--- config.mk ---
export PLATFORM = sky130hd
export DESIGN_NAME = cordic_bus_regs_flat
export DESIGN_NICKNAME = d
export VERILOG_FILES = /design/src/rtl/cordic_bus_pkg.sv /design/src/rtl/cordic_bus_regs_if.sv /design/src/rtl/cordic_rst_sync.sv /design/src/rtl/cordic_bus_regs.sv /design/src/flat_wrapper.sv
export SDC_FILE = /design/constraint.sdc
export NUM_CORES = 1
export LEC_CHECK = 0
export CORE_MARGIN = 2
export CORE_UTILIZATION = 40
export CTS_CLUSTER_DIAMETER = 60
export CTS_CLUSTER_SIZE = 8
export DETAILED_ROUTE_END_ITERATION = 7
export GPL_TIMING_DRIVEN = 1
export PLACE_DENSITY_LB_ADDON = 0.25
export SLEW_MARGIN = 30
export SYNTH_ARGS = -nofsm -noshare
export SYNTH_HDL_FRONTEND = slang
export SYNTH_SLANG_ARGS = --single-unit
--- constraint.sdc ---
create_clock -name clk -period 1.97 [get_ports clk]
set_clock_uncertainty 0.05 [all_clocks]
set_input_delay 0.197 -clock clk [delete_from_list [all_inputs] [get_ports clk]]
set_output_delay 0.197 -clock clk [all_outputs]
set_load 0.02 [all_outputs]
--- src/rtl/cordic_bus_pkg.sv ---
// Shared constants for the CORDIC bus-side register block: address map,
// CTRL bit layout (also used by the controller) and INT register bits.
package cordic_bus_pkg;

   localparam int A_CTRL = 0;
   localparam int A_XIN  = 1;
   localparam int A_YIN  = 2;
   localparam int A_ZIN  = 3;
   localparam int A_XRES = 4;
   localparam int A_YRES = 5;
   localparam int A_ZRES = 6;
   localparam int A_INT  = 7;

   localparam int CTRL_START    = 0;
   localparam int CTRL_STOP     = 1;
   localparam int CTRL_EN_LSB   = 4;
   localparam int CTRL_EN_MSB   = 7;
   localparam int CTRL_ITER_LSB = 8;
   localparam int CTRL_ITER_MSB = 12;
   localparam int CTRL_READY    = 16;

   localparam logic [31:0] CTRL_RST_VAL = 32'h0001_1FF0;

   localparam int INT_IRQ  = 0;
   localparam int INT_SRST = 1;
   localparam int INT_BUSY = 1;

   typedef enum logic {
      ST_IDLE = 1'b0,
      ST_ACK  = 1'b1
   } bus_state_t;

endpackage

--- src/rtl/cordic_bus_regs_if.sv ---
// Single-outstanding request/acknowledge bus between the host and the
// CORDIC register block.
interface cordic_bus_regs_if #(
   parameter int p_WIDTH      = 32,
   parameter int p_ADDR_WIDTH = 3
) ();
   logic                    busReq;
   logic                    busWrite;
   logic [p_ADDR_WIDTH-1:0] busAddr;
   logic [p_WIDTH-1:0]      busWdata;
   logic                    busAck;
   logic                    busErr;
   logic [p_WIDTH-1:0]      busRdata;

   modport master (
      output busReq, busWrite, busAddr, busWdata,
      input  busAck, busErr, busRdata
   );

   modport slave (
      input  busReq, busWrite, busAddr, busWdata,
      output busAck, busErr, busRdata
   );
endinterface

--- src/rtl/cordic_rst_sync.sv ---
// Controller reset: async assert, held for p_RST_STRETCH clocks after rst_n
// releases, plus a one-cycle pulse on a soft-reset request.
module cordic_rst_sync #(
   parameter int p_RST_STRETCH = 2
) (
   input  logic clk,
   input  logic rst_n,
   input  logic softRst,
   output logic coreRst
);

   logic [p_RST_STRETCH-1:0] r_chain;

   // A soft request loads only the output stage, so it drains after one clock.
   always_ff @(posedge clk or negedge rst_n) begin
      if (!rst_n) begin
         r_chain <= '1;
      end else begin
         for (int i = p_RST_STRETCH - 1; i > 0; i--) begin
            r_chain[i] <= r_chain[i-1];
         end
         r_chain[0] <= 1'b0;
         if (softRst) begin
            r_chain[p_RST_STRETCH-1] <= 1'b1;
         end
      end
   end

   assign coreRst = r_chain[p_RST_STRETCH-1];

endmodule

--- src/rtl/cordic_bus_regs.sv ---
// Bus-side register block for the CORDIC controller: operand/control
// registers, controller write-back merge, sticky irq and core reset.
module cordic_bus_regs
   import cordic_bus_pkg::*;
#(
   parameter int p_WIDTH       = 32,
   parameter int p_ADDR_WIDTH  = 3,
   parameter int p_RST_STRETCH = 2
) (
   input  logic               clk,
   input  logic               rst_n,
   cordic_bus_regs_if.slave   bus,
   output logic               coreRst,
   output logic [31:0]        controlRegisterInput,
   output logic [p_WIDTH-1:0] xInput,
   output logic [p_WIDTH-1:0] yInput,
   output logic [p_WIDTH-1:0] zInput,
   input  logic [31:0]        controlRegisterOutput,
   input  logic               controlRegisterWriteEnable,
   input  logic [p_WIDTH-1:0] xResult,
   input  logic [p_WIDTH-1:0] yResult,
   input  logic [p_WIDTH-1:0] zResult,
   input  logic               interrupt,
   output logic               irq
);

   bus_state_t         r_state;
   logic [31:0]        r_ctrl;
   logic [p_WIDTH-1:0] r_x, r_y, r_z;
   logic               r_busy;
   logic               r_irq_pend;
   logic               r_ack, r_err;
   logic [p_WIDTH-1:0] r_rdata;

   logic [31:0]        w_addr;
   logic               w_take, w_wr, w_err, w_acc, w_stop_only;
   logic               w_soft, w_irq_clr, w_start;
   logic [31:0]        w_ctrl_nxt;
   logic [p_WIDTH-1:0] w_rdata;

   always_comb begin
      w_addr      = 32'(bus.busAddr);
      w_take      = (r_state == ST_IDLE) && bus.busReq;
      w_wr        = w_take && bus.busWrite;
      w_stop_only = (32'(bus.busWdata) == (32'd1 << CTRL_STOP));

      w_err = 1'b0;
      case (w_addr)
         A_CTRL:               w_err = r_busy && !w_stop_only;
         A_XIN, A_YIN, A_ZIN:  w_err = r_busy;
         A_XRES, A_YRES, A_ZRES: w_err = 1'b1;
         default:              w_err = 1'b0;
      endcase
      w_err = w_wr && w_err;
      w_acc = w_wr && !w_err;

      w_soft    = w_acc && (w_addr == A_INT) && bus.busWdata[INT_SRST];
      w_irq_clr = w_acc && (w_addr == A_INT) && bus.busWdata[INT_IRQ];
      w_start   = w_acc && (w_addr == A_CTRL) && !r_busy && bus.busWdata[CTRL_START];

      // Upper half only ever comes from the controller; host wins the lower half.
      w_ctrl_nxt = r_ctrl;
      if (controlRegisterWriteEnable) begin
         w_ctrl_nxt = controlRegisterOutput;
      end
      if (w_acc && (w_addr == A_CTRL)) begin
         if (r_busy) begin
            w_ctrl_nxt[CTRL_STOP] = 1'b1;
         end else begin
            w_ctrl_nxt[15:0] = bus.busWdata[15:0];
         end
      end

      w_rdata = '0;
      case (w_addr)
         A_CTRL: w_rdata = p_WIDTH'(r_ctrl);
         A_XIN:  w_rdata = r_x;
         A_YIN:  w_rdata = r_y;
         A_ZIN:  w_rdata = r_z;
         A_XRES: w_rdata = xResult;
         A_YRES: w_rdata = yResult;
         A_ZRES: w_rdata = zResult;
         default: begin
            w_rdata[INT_BUSY] = r_busy;
            w_rdata[INT_IRQ]  = r_irq_pend;
         end
      endcase
   end

   always_ff @(posedge clk or negedge rst_n) begin
      if (!rst_n) begin
         r_state    <= ST_IDLE;
         r_ack      <= 1'b0;
         r_err      <= 1'b0;
         r_rdata    <= '0;
         r_ctrl     <= CTRL_RST_VAL;
         r_x        <= '0;
         r_y        <= '0;
         r_z        <= '0;
         r_busy     <= 1'b0;
         r_irq_pend <= 1'b0;
      end else begin
         case (r_state)
            ST_IDLE: begin
               if (bus.busReq) begin
                  r_state <= ST_ACK;
                  r_ack   <= 1'b1;
                  r_err   <= w_err;
                  r_rdata <= bus.busWrite ? '0 : w_rdata;
               end
            end
            default: begin
               r_state <= ST_IDLE;
               r_ack   <= 1'b0;
               r_err   <= 1'b0;
            end
         endcase

         r_ctrl <= w_ctrl_nxt;
         if (w_acc && (w_addr == A_XIN)) r_x <= bus.busWdata;
         if (w_acc && (w_addr == A_YIN)) r_y <= bus.busWdata;
         if (w_acc && (w_addr == A_ZIN)) r_z <= bus.busWdata;

         if (w_soft) begin
            r_busy <= 1'b0;
         end else if (w_start) begin
            r_busy <= 1'b1;
         end else if (controlRegisterWriteEnable && controlRegisterOutput[CTRL_READY]) begin
            r_busy <= 1'b0;
         end

         if (interrupt) begin
            r_irq_pend <= 1'b1;
         end else if (w_irq_clr) begin
            r_irq_pend <= 1'b0;
         end
      end
   end

   cordic_rst_sync #(
      .p_RST_STRETCH (p_RST_STRETCH)
   ) u_rst_sync (
      .clk     (clk),
      .rst_n   (rst_n),
      .softRst (w_soft),
      .coreRst (coreRst)
   );

   assign bus.busAck           = r_ack;
   assign bus.busErr           = r_err;
   assign bus.busRdata         = r_rdata;
   assign controlRegisterInput = r_ctrl;
   assign xInput               = r_x;
   assign yInput               = r_y;
   assign zInput               = r_z;
   assign irq                  = r_irq_pend;

endmodule
--- src/flat_wrapper.sv ---
// flat-port wrapper written by rule: the top's interface ports become plain ports
module cordic_bus_regs_flat import cordic_bus_pkg::*;
#(
   parameter int p_WIDTH       = 32,
   parameter int p_ADDR_WIDTH  = 3,
   parameter int p_RST_STRETCH = 2
)
  (clk, rst_n, coreRst, controlRegisterInput, xInput, yInput, zInput, controlRegisterOutput, controlRegisterWriteEnable, xResult, yResult, zResult, interrupt, irq, bus_busReq, bus_busWrite, bus_busAddr, bus_busWdata, bus_busAck, bus_busErr, bus_busRdata);
  cordic_bus_regs_if #(.p_WIDTH(p_WIDTH), .p_ADDR_WIDTH(p_ADDR_WIDTH)) bus_i ();
  input  logic clk;
  input  logic rst_n;
  output logic coreRst;
  output logic [31:0] controlRegisterInput;
  output logic [p_WIDTH-1:0] xInput;
  output logic [p_WIDTH-1:0] yInput;
  output logic [p_WIDTH-1:0] zInput;
  input  logic [31:0] controlRegisterOutput;
  input  logic controlRegisterWriteEnable;
  input  logic [p_WIDTH-1:0] xResult;
  input  logic [p_WIDTH-1:0] yResult;
  input  logic [p_WIDTH-1:0] zResult;
  input  logic interrupt;
  output logic irq;
  input wire logic [$bits(bus_i.busReq)-1:0] bus_busReq;
  input wire logic [$bits(bus_i.busWrite)-1:0] bus_busWrite;
  input wire logic [$bits(bus_i.busAddr)-1:0] bus_busAddr;
  input wire logic [$bits(bus_i.busWdata)-1:0] bus_busWdata;
  output wire logic [$bits(bus_i.busAck)-1:0] bus_busAck;
  output wire logic [$bits(bus_i.busErr)-1:0] bus_busErr;
  output wire logic [$bits(bus_i.busRdata)-1:0] bus_busRdata;
  assign bus_i.busReq = bus_busReq;
  assign bus_i.busWrite = bus_busWrite;
  assign bus_i.busAddr = bus_busAddr;
  assign bus_i.busWdata = bus_busWdata;
  assign bus_busAck = bus_i.busAck;
  assign bus_busErr = bus_i.busErr;
  assign bus_busRdata = bus_i.busRdata;
  cordic_bus_regs #(.p_WIDTH(p_WIDTH), .p_ADDR_WIDTH(p_ADDR_WIDTH), .p_RST_STRETCH(p_RST_STRETCH)) u_core (.clk(clk), .rst_n(rst_n), .bus(bus_i), .coreRst(coreRst), .controlRegisterInput(controlRegisterInput), .xInput(xInput), .yInput(yInput), .zInput(zInput), .controlRegisterOutput(controlRegisterOutput), .controlRegisterWriteEnable(controlRegisterWriteEnable), .xResult(xResult), .yResult(yResult), .zResult(zResult), .interrupt(interrupt), .irq(irq));
endmodule
==> metrics.yaml <==
synth:
  synth.top_cells.by_count: "155 x dfrtp_1, 97 x mux2_2, 54 x nand2_1"
  syn_area_um2: 8360
  synthCells: 695
  synth_seq_cells: 167
  synth_cell_types: 51
  synth-compound-area-share_pct: 11.9
  synth.largest_area_cell: "dfrtp_1"
  synth_xor_area_share_pct: 0
  seq_area_frac_synth_pct: 50.2
  synth_area_per_cell_um2: 12.0
  yosys_warnings: 0
  synth-edff-count: 0
  synth_top_family_by_area: "multiplexers"
  async_flop_share_pct: 100
  yosysMostFrequentCell: "dfrtp_1"
  muxShareOfSynthArea_pct: 27.3
  synth-simple-area-share_pct: 6.74
  yosysTopAreaCellShare_pct: 46.4
  synth_fa_ha_area_share_pct: 0
  syn_nets: 864
  yosys-top-cells-area: "dfrtp_1 46%, mux2_2 13%, mux2i_1 6.2%, mux2_4 5.0%, dfstp_2 3.8%"
  ys.flop_type: "dfrtp_1"
grt:
  antenna_found_initial: 0
  grt_start_max_net_pins: 48
  grt.overflow.total: 0
  track_usage_pct: 27.7
  grt_first_pass_wirelength_mm: 45.8
  grt_pass1_vias: 7655
placement:
  hpwl_mm: 22.8
  dpl.cell_count: 1330
  port_buffers: 332
  routabilityCongestion: 0.815
  pre_cts_ws_ns: -0.366
final_layout:
  fin_cells: 1365
  nets: 1251
  drive_above_1_share_pct: 25.2
  area_growth_pct: 57.1
  num_antenna_cells: 0
  utilization_pct: 64.5
detailed_routing:
  wl_per_cell_um: 22.3
  route.detailed.drc: 0
  drtAntennaViolNets: 0
  drtIter0Drc: 415
  dr_total_vias: 7364
  drtPass1Iterations: 5
  via_per_inst: 5.39
  routed_wl_mm: 30.5
worst_setup_path:
  worst_setup_path_end_kind: "register"
  cp_max_fo: 9
  path_class: "reg -> reg"
  cp_top_family: "simple AND/OR/NAND/NOR gates"
  required_ns: 2.23
  critPathBufInv: 3
  max_stage_delay_ns: 0.38
  cp_slowest_cell: "or3_4"
  crit_chain: "or3_4 > buf_6 > nor3b_4 > buf_4 > buf_8 > mux2_2"
  worstPathArrival_ns: 2.17
  start_kind: "register"
floorplanning:
  rows: 52
  ios: 333
  fp.dieArea_um2: 22100
  start_util_pct: 41.0
  core_um2: 20400
  die_h_um: 149
  fp.dieW_um: 149
sta:
  min_period_over_period_pct: 97.3
  setup_viol: 0
  slew_violations: 0
  hold_viol: 0
  timing.final.ws_setup_ns: 0.0536
  fmax_ghz: 0.522
  rsz0062_at_grt: "yes"
  finalCriticalPeriod_ns: 1.92
  final.setup.tns_ns: 0
hold_path:
  hold_path.class: "in -> reg"
status:
  status: "completed"
clock_tree:
  insertion_delay_ns: 0.42
  cts_buffer_depth: 2
  clock-sinks: 167
  clk_pin_slew_worst_paths_ns: 0.06
  cts_buffers: 17
  htree_num_levels: 4
  cts_tree: "built"
  cts_root_buffer: "clkbuf_16"
flow_run:
  drv_cap: 0
power:
  leakage_nw: 5.64
  powerDensity_nw_per_um2: 906
  ir_drop_mv: 0.560
==> flip-flops by register name (all words and copies together) (netlist names) <==
register / flops
u_core.bus.busRdata: 32
u_core.controlRegisterInput: 32
u_core.xInput: 32
u_core.yInput: 32
u_core.zInput: 32
u_core.u_rst_sync.r_chain: 2
u_core.bus.busAck: 1
u_core.bus.busErr: 1
u_core.irq: 1
u_core.r_busy: 1
u_core.r_state: 1
==> power breakdown <==
group          leakage [nW]  total (W)  internal, W  switching (W)
Sequential             2.07    0.00463      0.00407       0.000558
Combinational          3.31    0.00404      0.00221        0.00183
Clock                 0.258    0.00322      0.00187        0.00136
Total                  5.64     0.0119      0.00815        0.00374
==> worst paths after layout <==
kind                                            start                               to  slack, ns  cells after the start
hold reg to reg               u_core.bus.busRdata[31]          u_core.bus.busRdata[31]       0.43                      2
max in group asynchronous                       rst_n  u_core.controlRegisterInput[16]       0.89                      3
setup reg to reg                       u_core.r_state                 u_core.yInput[2]       0.05                      6
setup / recovery                       u_core.r_state                 u_core.yInput[2]       0.05                      6
hold / removal             controlRegisterWriteEnable  u_core.controlRegisterInput[21]       0.17                      2
min in group asynchronous                       rst_n          u_core.bus.busRdata[18]       0.25                      2
==> per-layer routing <==
| layer | wire length [um] | track usage (%) | part of all wire (%) | vias to the layer above |
|---|---|---|---|---|
| li1 | - | - | - | 3325 |
| met1 | 12600 | 36.3 | 41 | 3697 |
| met2 | 15200 | 46.3 | 50 | 296 |
| met3 | 1960 | 5.25 | 6.4 | 46 |
| met4 | 732 | 9.48 | 2.4 | 0 |
| met5 | 0 | 0 | 0 | - |
==> cells by family (layout without fill, tap and decap cells) <==
| kind of cell | after synthesis | in the layout |
|---|---|---|
| AND/OR/NAND/NOR | 124 | 124 |
| multiplexers | 188 | 188 |
| flip-flops | 167 | 167 |
| buffers and inverters | 58 | 458 |
| AO/OA/AOI/OAI | 157 | 157 |
| other | 1 | 1 |
==> worst register-to-register path: cells and delay by family, from the launching register on <==
family | cells | cell delay, ns
buffers and inverters | 3 | 0.42
DFF | 1 | 0.37
muxes | 1 | 0.34
and+or+nand+nor | 2 | 0.61
==> layout make-up <==
class / count / area (um2)
clock buffer: 24 / 452
multi-input combinational: 470 / 3880
sequential: 167 / 4190
clock inverter: 8 / 101
fill: 1629 / 7240
tap: 270 / 338
inverter: 5 / 18.8
timing repair buffer: 421 / 4150
==> repair_timing <==
action	CTS	global route
endpoints found under the setup margin	1	76
cloned	0	0
resized for setup	1	11
pin swaps	0	1
hold endpoints to repair	41	0
setup buffers	0	2
hold buffers	1	0
==> through the flow <==
stage	power (W)	instance area, um2	hold slack, ns
floorplan	0.00643	8360	-0.149
global placement	0.00865	12500	0.123
detailed placement	0.00871	12500	0.123
CTS	0.0120	13100	0.174
global route	0.0124	13100	0.182
finish	0.0119	13100	0.168
==> cell usage in the layout (no fill, tap or decap), types with 3 or more instances in the layout <==
| cell type | Yosys | final |
|---|---|---|
| nand2_1 | 54 | 54 |
| buf_6 | 1 | 3 |
| buf_8 | 0 | 3 |
| nor2_1 | 35 | 35 |
| clkbuf_16 | 0 | 17 |
| nor2b_1 | 6 | 5 |
| a31oi_1 | 3 | 3 |
| buf_12 | 3 | 11 |
| o211ai_1 | 16 | 16 |
| dfstp_2 | 12 | 12 |
| o221ai_1 | 3 | 3 |
| a22oi_1 | 16 | 16 |
| nor4_1 | 6 | 6 |
| o22ai_1 | 4 | 4 |
| clkdlybuf4s50_1 | 0 | 327 |
| a21oi_1 | 33 | 33 |
| a2bb2oi_1 | 7 | 7 |
| clkbuf_1 | 22 | 7 |
| buf_4 | 0 | 74 |
| o21ai_0 | 51 | 51 |
| a22o_1 | 6 | 6 |
| mux2_2 | 97 | 96 |
| a221oi_1 | 6 | 6 |
| inv_1 | 5 | 5 |
| nand3_1 | 5 | 5 |
| dfrtp_1 | 155 | 155 |
| mux4_2 | 11 | 11 |
| clkinvlp_4 | 0 | 3 |
| a211oi_1 | 3 | 3 |
| mux2_4 | 28 | 29 |
| mux2i_1 | 52 | 52 |
(Power assumes the default switching activity.)
